`config.mk`:
```
export PLATFORM = sky130hd
export DESIGN_NAME = frame_block_writer
export DESIGN_NICKNAME = d
export VERILOG_FILES = /design/src/rtl/frame_block_writer.sv
export SDC_FILE = /design/constraint.sdc
export NUM_CORES = 1
export LEC_CHECK = 0
export CORE_AREA = 2 2 88 90
export CTS_BUF_LIST = sky130_fd_sc_hd__clkbuf_4 sky130_fd_sc_hd__clkbuf_8
export DETAILED_ROUTE_END_ITERATION = 8
export DIE_AREA = 0 0 90 92
export MAX_ROUTING_LAYER = met4
export PLACE_DENSITY = 0.81
export SYNTH_ARGS = -nofsm -noshare
export SYNTH_HDL_FRONTEND = slang
export SYNTH_SLANG_ARGS = --single-unit
```
`constraint.sdc`:
```
create_clock -name clk -period 2.4 [get_ports clk]
set_clock_uncertainty 0.1 [all_clocks]
set_input_delay 0.48 -clock clk [delete_from_list [all_inputs] [get_ports clk]]
set_output_delay 0.48 -clock clk [all_outputs]
set_load 0.01 [all_outputs]
```
`src/rtl/frame_block_writer.sv`:
```
// frame_block_writer
//   Packs a byte-wide frame stream into BLOCK_BITS-wide blocks. Each block takes
//   one free address from the allocator, is written to the block sram, and is
//   chained to the previous block of the frame through the link table. One
//   descriptor (head, byte length, block count, truncated) is emitted per frame.
//
// Ports
//   clk, rst_n                         clock, async active-low reset
//   in_valid/in_ready/in_data/in_last  byte stream in
//   alloc_req/alloc_gnt/alloc_addr     free-block allocator (same-cycle grant)
//   we/w_addr/wdata                    sram write port
//   link_we/link_addr/link_next        link-table write port
//   desc_valid/desc_ready/desc_*       frame descriptor out

package mem_pkg;
  parameter int ADDR_W     = 4;
  parameter int BLOCK_BITS = 32;
endpackage

module frame_block_writer #(
  parameter  int ADDR_W          = mem_pkg::ADDR_W,
  parameter  int BLOCK_BITS      = mem_pkg::BLOCK_BITS,
  parameter  int MAX_FRAME_BYTES = 1522,
  localparam int BYTES           = BLOCK_BITS / 8,
  localparam int LEN_W           = $clog2(MAX_FRAME_BYTES + 1),
  localparam int NB_W            = $clog2((MAX_FRAME_BYTES + BYTES - 1) / BYTES + 1)
) (
  input  logic                  clk,
  input  logic                  rst_n,
  input  logic                  in_valid,
  output logic                  in_ready,
  input  logic [7:0]            in_data,
  input  logic                  in_last,
  output logic                  alloc_req,
  input  logic                  alloc_gnt,
  input  logic [ADDR_W-1:0]     alloc_addr,
  output logic                  we,
  output logic [ADDR_W-1:0]     w_addr,
  output logic [BLOCK_BITS-1:0] wdata,
  output logic                  link_we,
  output logic [ADDR_W-1:0]     link_addr,
  output logic [ADDR_W-1:0]     link_next,
  output logic                  desc_valid,
  input  logic                  desc_ready,
  output logic [ADDR_W-1:0]     desc_head,
  output logic [LEN_W-1:0]      desc_len,
  output logic [NB_W-1:0]       desc_nblocks,
  output logic                  desc_trunc
);

  localparam int BIDX_W = (BYTES > 1) ? $clog2(BYTES) : 1;

  typedef enum logic [1:0] {FILL, ALLOC, WRITE, DESC} state_t;

  state_t                r_state, w_next;
  logic                  r_live;    // keeps in_ready low while in reset
  logic [BLOCK_BITS-1:0] r_buf;
  logic [BIDX_W-1:0]     r_bidx;    // next byte slot in r_buf
  logic [LEN_W-1:0]      r_len;
  logic [NB_W-1:0]       r_nb;
  logic                  r_trunc;
  logic                  r_ended;   // in_last seen for the current frame
  logic [ADDR_W-1:0]     r_cur, r_prev, r_head;

  logic w_acc, w_full, w_blk_end, w_nonempty;

  assign w_acc      = in_valid & in_ready;
  assign w_full     = (r_len == LEN_W'(MAX_FRAME_BYTES));
  assign w_blk_end  = (r_bidx == BIDX_W'(BYTES - 1));
  assign w_nonempty = (r_bidx != '0);

  always_ff @(posedge clk or negedge rst_n) begin
    if (!rst_n) r_state <= FILL;
    else        r_state <= w_next;
  end

  always_comb begin
    w_next     = r_state;
    in_ready   = 1'b0;
    alloc_req  = 1'b0;
    we         = 1'b0;
    link_we    = 1'b0;
    desc_valid = 1'b0;
    case (r_state)
      FILL: begin
        in_ready = r_live;
        if (w_acc) begin
          if (!w_full) begin
            if (w_blk_end || in_last) w_next = ALLOC;
          end else if (in_last) begin
            // dropped bytes only matter when they end the frame
            w_next = w_nonempty ? ALLOC : DESC;
          end
        end
      end
      ALLOC: begin
        alloc_req = 1'b1;
        if (alloc_gnt) w_next = WRITE;
      end
      WRITE: begin
        we      = 1'b1;
        link_we = (r_nb != '0);   // first block has no predecessor
        w_next  = r_ended ? DESC : FILL;
      end
      DESC: begin
        desc_valid = 1'b1;
        if (desc_ready) w_next = FILL;
      end
      default: w_next = FILL;
    endcase
  end

  always_ff @(posedge clk or negedge rst_n) begin
    if (!rst_n) begin
      r_live  <= 1'b0;
      r_buf   <= '0;
      r_bidx  <= '0;
      r_len   <= '0;
      r_nb    <= '0;
      r_trunc <= 1'b0;
      r_ended <= 1'b0;
      r_cur   <= '0;
      r_prev  <= '0;
      r_head  <= '0;
    end else begin
      r_live <= 1'b1;
      case (r_state)
        FILL: begin
          if (w_acc) begin
            if (in_last) r_ended <= 1'b1;
            if (!w_full) begin
              for (int k = 0; k < BYTES; k++)
                if (r_bidx == BIDX_W'(k)) r_buf[8*k +: 8] <= in_data;
              r_bidx <= r_bidx + BIDX_W'(1);
              r_len  <= r_len + LEN_W'(1);
            end else begin
              r_trunc <= 1'b1;
            end
          end
        end
        ALLOC: begin
          if (alloc_gnt) r_cur <= alloc_addr;
        end
        WRITE: begin
          if (r_nb == '0) r_head <= r_cur;
          r_nb   <= r_nb + NB_W'(1);
          r_prev <= r_cur;
          r_buf  <= '0;
          r_bidx <= '0;
        end
        DESC: begin
          if (desc_ready) begin
            r_len   <= '0;
            r_nb    <= '0;
            r_trunc <= 1'b0;
            r_ended <= 1'b0;
          end
        end
        default: ;
      endcase
    end
  end

  assign w_addr       = r_cur;
  assign wdata        = r_buf;
  assign link_addr    = r_prev;
  assign link_next    = r_cur;
  assign desc_head    = r_head;
  assign desc_len     = r_len;
  assign desc_nblocks = r_nb;
  assign desc_trunc   = r_trunc;

endmodule

```
==> results of run 1 <==
[metrics by stage]
| step | instances | area (um^2) | power [uW] | hold WS, ns |
|---|---|---|---|---|
| after floorplan | 353 | 3633 | 3777 | 0.08441 |
| after CTS | 550 | 4875 | 6389 | 0.07030 |
| after global placement | 532 | 4628 | 5140 | 0.3615 |
| final | 550 | 4875 | 6362 | 0.06396 |
| after global routing | 550 | 4875 | 6783 | 0.09961 |
| after detailed placement | 532 | 4628 | 5248 | 0.3642 |
[report_power, final]
group	leakage [uW]	internal [uW]	switching, uW
registers	0.000865	1710	519
logic	0.00122	1680	1360
clock network	0.000112	640	450
[flip-flops by register name (all words and copies together) (netlist names), 2 cells and up]
register,flops
desc_nblocks,9
wdata,32
r_bidx,2
r_state,2
link_next,4
link_addr,4
desc_head,4
desc_len,11
[cell type report]
| type | instances | area (um^2) |
|---|---|---|
| well taps | 102 | 127.6 |
| clock buffers | 11 | 151.4 |
| multi-input cells | 246 | 1682 |
| fillers | 594 | 2572 |
| inverters | 11 | 41.29 |
| flip-flops and latches | 71 | 1778 |
| repair buffers | 104 | 1015 |
| clock inverters | 5 | 80.08 |
[layer usage]
| layer | up-vias | track usage |
|---|---|---|
| met5 | - | - |
| met4 | 0 | 0.08333 |
| met3 | 14 | 0.03698 |
| met2 | 103 | 0.3415 |
| met1 | 1477 | 0.3114 |
| li1 | 1435 | - |
[worst paths after layout]
kind                                        end          from  slack [ns]  depth (start not counted)
max in group asynchronous             wdata[12]         rst_n        1.84                          2
worst min-delay path            desc_nblocks[8]         rst_n        0.06                          2
worst max-delay path                   in_ready    r_state[0]        0.14                          3
min in group clk                   link_addr[0]  link_addr[0]        0.38                          2
worst min register to register     link_addr[0]  link_addr[0]        0.38                          2
worst max register to register        wdata[22]   desc_len[0]        0.26                          6
[what timing repair did]
action / in CTS / in global routing
setup endpoints to repair: 1 / 0
setup buffers: 2 / 0
gates resized for setup: 2 / 0
[kinds of logic (layout without fill, tap and decap cells)]
group	count (synthesis)	count (layout)	synth area share
buffers and inverters	36	131	0.04821
and+or+nand+nor	150	150	0.2259
DFF	71	71	0.4890
AOI/OAI and AO/OA	65	65	0.1464
other	1	1	0.001032
adders and majority gates	8	8	0.02755
xor gates and xnor gates	4	4	0.009641
muxes	18	18	0.05234
[worst reg2reg max path: cells and delay by family, from the launching register on]
kind	cells	cell delay (ns)
AO/OA/AOI/OAI	2	0.63
adder cells (fa/ha/maj)	1	0.20
buffers and inverters	1	0.07
flip-flops	1	0.43
AND/OR/NAND/NOR	2	0.56
[placed cells by master (no fill, tap or decap), types with 3 or more instances in the layout]
cell | Yosys | routed
nand2b_1 | 37 | 37
and4_1 | 3 | 3
buf_4 | 5 | 12
o211ai_1 | 6 | 6
xor2_1 | 4 | 4
clkbuf_8 | 0 | 11
nor2_1 | 10 | 10
o221ai_1 | 28 | 28
or3_1 | 4 | 4
nand2_1 | 64 | 64
nand3_1 | 9 | 9
a21oi_1 | 7 | 7
o21ai_0 | 8 | 8
inv_1 | 11 | 11
clkdlybuf4s50_1 | 0 | 89
a211o_1 | 4 | 4
ha_1 | 8 | 8
mux2i_1 | 10 | 10
dfrtp_1 | 71 | 70
mux2_2 | 8 | 8
and2_1 | 8 | 8
==> flow_metrics.tcl, run 1 <==
set metrics [dict create \
    initial_utilization 0.4879 \
    finalCritPeriodShare 0.9400 \
    finalHoldViolCount 0 \
    grt_first_pass_wirelength_mm 14.83 \
    ys_ff_latch 71 \
    cellLeakagePower_uw 0.002195 \
    drt_iter0_markers 219 \
    drt-met1-wl_mm 4.063 \
    clk_path_buf_depth 2 \
    yosysSeqAreaShare 0.4890 \
    cts_hold_buf 0 \
    worst_slack_ns 0.1439 \
    crit_path_end_kind "output pin" \
    dr.pass1.iters 4 \
    critPathRequiredTime_ns 1.82 \
    hold_class "input pin to asynchronous set/reset pin" \
    power.density_nw_per_um2 1305 \
    pre_cts_ws_ns 0.03991 \
    tritoncts "built" \
    cts_buffers 9 \
    synth.most_common_cell "dfrtp_1" \
    setup_viol_count_final 0 \
    syn_to_final_growth_pct 34.16 \
    synth_top_area_frac 0.4890 \
    syn_avg_cell_area_um2 10.29 \
    syn-cell-area_um2 3633 \
    start_kind "register" \
    drive_above_1_share 0.1071 \
    cp.arrival_ns 1.68 \
    maxSlewViolCount 0 \
    crit_path_cell_trace "nor2_1, and2_1, clkdlybuf4s50_1" \
    synth_top_area_cell "dfrtp_1" \
    rows 32 \
    highest_layer "met4" \
    root_buffer "clkbuf_8" \
    wl_met2_mm 4.134 \
    place_congestion 0.8184 \
    synth_edf_count 0 \
    insertion_delay_ns 0.33 \
    cts.htree.levels 3 \
    synth_ff_type "dfrtp_1" \
    fp.dieW_um 90 \
    overflow 0 \
    synthTopCellsByArea "dfrtp_1, o221ai_1, nand2_1" \
    post-dp-hpwl_mm 6.221 \
    wl_met3_um 450 \
    route.detailed.drc 0 \
    routedWlPerCell_um 15.98 \
    syn_nets 379 \
    yosysUniqueCellTypes 46 \
    crit_type "register to output pin" \
    nNetsFinal 469 \
    crit_fanout 8 \
    crit_buf_inv 1 \
    crit_family "buffers and inverters" \
    yosysWarnings 0 \
    slowest_stage "clkdlybuf4s50_1" \
    boundaryPins 92 \
    rsz0062_at_grt "false" \
    diodes 0 \
    ys_top_cells_by_count "dfrtp_1, nand2_1, nand2b_1" \
    die_area_um2 8280 \
    die_y_um 92 \
    timing.fmax_ghz 0.4433 \
    totalWireLength_mm 8.789 \
    grt_pass1_vias 2950 \
    max-vdd-ir-drop_mv 0.7188 \
    grt_max_degree 72 \
    vias 3029 \
    fin_crit_ns 2.256 \
    via_per_inst 5.507 \
    grt_util_all_layers 0.2263 \
    drt.antenna.violating_nets 0 \
    clkTransAtPathRegs_ns 0.07 \
    slowest_delay_ns 0.53 \
    synthArstFlopShare 1.000 \
    io_buffer_count 91 \
    core_um2 7447 \
    cts.sinks 71 \
    outcome "complete, no violations" \
    drv_cap 0 \
    syn_inst 353 \
    fin_tns_setup_ns 0 \
    grt_antenna_before_repair 0 \
    final_util 0.6546 \
]
(Power assumes the default switching activity.)
==> run 2: changes to the inputs <==
- CTS_CLUSTER_SIZE: default -> 8
==> results of run 2 <==
Final layout, timing and power as in run 1 (identical DEF).
==> run 3: changes to the inputs <==
- CORE_AREA: 2 2 88 90 -> 3 3 89 91
- CTS_CLUSTER_SIZE: 8 -> default
- DIE_AREA: 0 0 90 92 -> 0 0 92 94
==> flow_metrics.tcl, run 3 (same netlist as run 1, synthesis figures left out) <==
set metrics [dict create \
    slowest_stage "clkdlybuf4s50_1" \
    crit_path_cell_trace "nor2_1, and2_1, clkdlybuf4s50_1" \
    switching_share 0.3689 \
    final_common_cell "clkdlybuf4s50_1" \
    largest_register_ffs 32 \
    finalNonFillerCells 549 \
    rsz0062_at_grt "false" \
    pre_cts_ws_ns 0.08517 \
    slew_headroom 0.5149 \
    drt.antenna.violating_nets 0 \
    setup_viol_count_final 0 \
    finalCritPeriodShare 0.9295 \
    cts_hold_buf 0 \
    cts_buffers 9 \
    critPathRequiredTime_ns 1.82 \
    intPower_uw 3934 \
    nNetsFinal 472 \
    drt_iter0_markers 245 \
    diodes 0 \
    boundaryPins 92 \
    crit_fanout 6 \
    cts.htree.levels 3 \
    timing.fmax_ghz 0.4483 \
    grt_max_degree 41 \
    initial_utilization 0.5036 \
    core_um2 7214 \
    tritoncts "built" \
    crit_family "buffers and inverters" \
    worst_slack_ns 0.1693 \
    root_buffer "clkbuf_8" \
    insertion_delay_ns 0.34 \
    syn_to_final_growth_pct 33.71 \
    die_y_um 94 \
    routedWlPerCell_um 16.26 \
    io_buffer_count 91 \
    dr.pass1.iters 4 \
    start_kind "register" \
    dp_cells 532 \
    outcome "complete, no violations" \
    grt_first_pass_wirelength_mm 14.54 \
    hold_class "input pin to asynchronous set/reset pin" \
    cp.arrival_ns 1.65 \
    grt_pass1_vias 2930 \
    fin_tns_setup_ns 0 \
    vias 3002 \
    cellLeakagePower_uw 0.002201 \
    totalWireLength_mm 8.929 \
    seq_power_share 0.356 \
    fill_cells 579 \
    power.density_nw_per_um2 1283 \
    p_clk_frac 0.153 \
    slowest_delay_ns 0.54 \
    fin_crit_ns 2.231 \
    switchingPower_uw 2300 \
    p_comb_frac 0.491 \
    clkTransAtPathRegs_ns 0.07 \
    final_cell_mix "clkdlybuf4s50_1, dfrtp_1, nand2_1, nand2b_1, o221ai_1" \
    finalHoldViolCount 0 \
    overflow 0 \
    route.detailed.drc 0 \
    crit_type "register to output pin" \
    grt_antenna_before_repair 0 \
    max-vdd-ir-drop_mv 0.6352 \
    via_per_inst 5.468 \
    crit_buf_inv 1 \
    crit_path_end_kind "output pin" \
    post-dp-hpwl_mm 6.465 \
    die_area_um2 8648 \
    place_congestion 0.8006 \
    drive_above_1_share 0.1111 \
    cts.sinks 71 \
    clk_path_buf_depth 2 \
    drv_cap 0 \
    maxSlewViolCount 0 \
    fp.dieW_um 92 \
    rows 31 \
    tightestPinTransition_ns 0.7277 \
    grt_util_all_layers 0.2179 \
]
-- run 3: cell count changes in the layout (fill, tap and decap cells not counted), sizes merged --
cell / change
buf: +3
bufinv: -1
clkinv: +1
clkbuf: +1
clkinvlp: -2
-- run 3: worst register-to-register path, stage by stage (launching register included) --
cell and delay (ns):
dfrtp_1 0.43, inv_1 0.08, ha_1 0.13, nor3b_4 0.34, a41oi_4 0.26, buf_4 0.23
o311ai_0 0.35
-- run 3: repair_timing --
item,in CTS,in global routing
setup buffers,2,0
resized for setup,2,0
endpoints found under the setup margin,1,0
-- run 3: worst paths after layout --
kind                               from              end  slack (ns)  cells past startpoint
setup / recovery             r_state[1]         in_ready        0.17                      3
max in group asynchronous         rst_n        wdata[25]        1.48                      2
hold / removal                    rst_n  desc_nblocks[6]        0.09                      1
setup reg to reg            desc_len[0]        r_bidx[1]        0.34                      6
hold reg to reg            link_addr[3]     link_addr[3]        0.38                      2
min in group clk           link_addr[3]     link_addr[3]        0.38                      2
-- run 3: metrics by stage --
step / hold WS, ns / total power, uW / cell area [um^2] / util
global placement: 0.3629 / 5172 / 4647 / 0.6441
detailed placement: 0.3719 / 5275 / 4647 / 0.6441
floorplan: 0.08441 / 3777 / 3633 / -
CTS: 0.09853 / 6276 / 4858 / 0.6734
finish: 0.09026 / 6234 / 4858 / 0.6734
global route: 0.1104 / 6678 / 4858 / 0.6734
-- run 3: final cells by class --
cell class              count  area [um^2]  share of cell area
flip-flops and latches     71         1778              0.3660
multi-input cells         246         1682              0.3461
repair buffers            107         1037              0.2135
clock buffers              12        152.6             0.03142
well taps                  99        123.9             0.02550
clock inverters             3        43.79            0.009014
inverters                  11        41.29            0.008499
-- run 3: power groups by stage --
stage	Sequential [uW]	Clock (uW)	Combinational, uW
floorplan	2330	0	1440
global placement	2220	0	2960
detailed placement	2230	0	3050
CTS	2210	971	3090
global route	2300	1030	3340
finish	2220	953	3060
-- run 3: layer usage --
metal,GRT usage,wire length [um],vias to the layer above
met5,-,0,-
met4,0.08416,116,0
met3,0.02965,570,9
met2,0.3394,4237,116
met1,0.2924,4004,1446
li1,-,-,1431
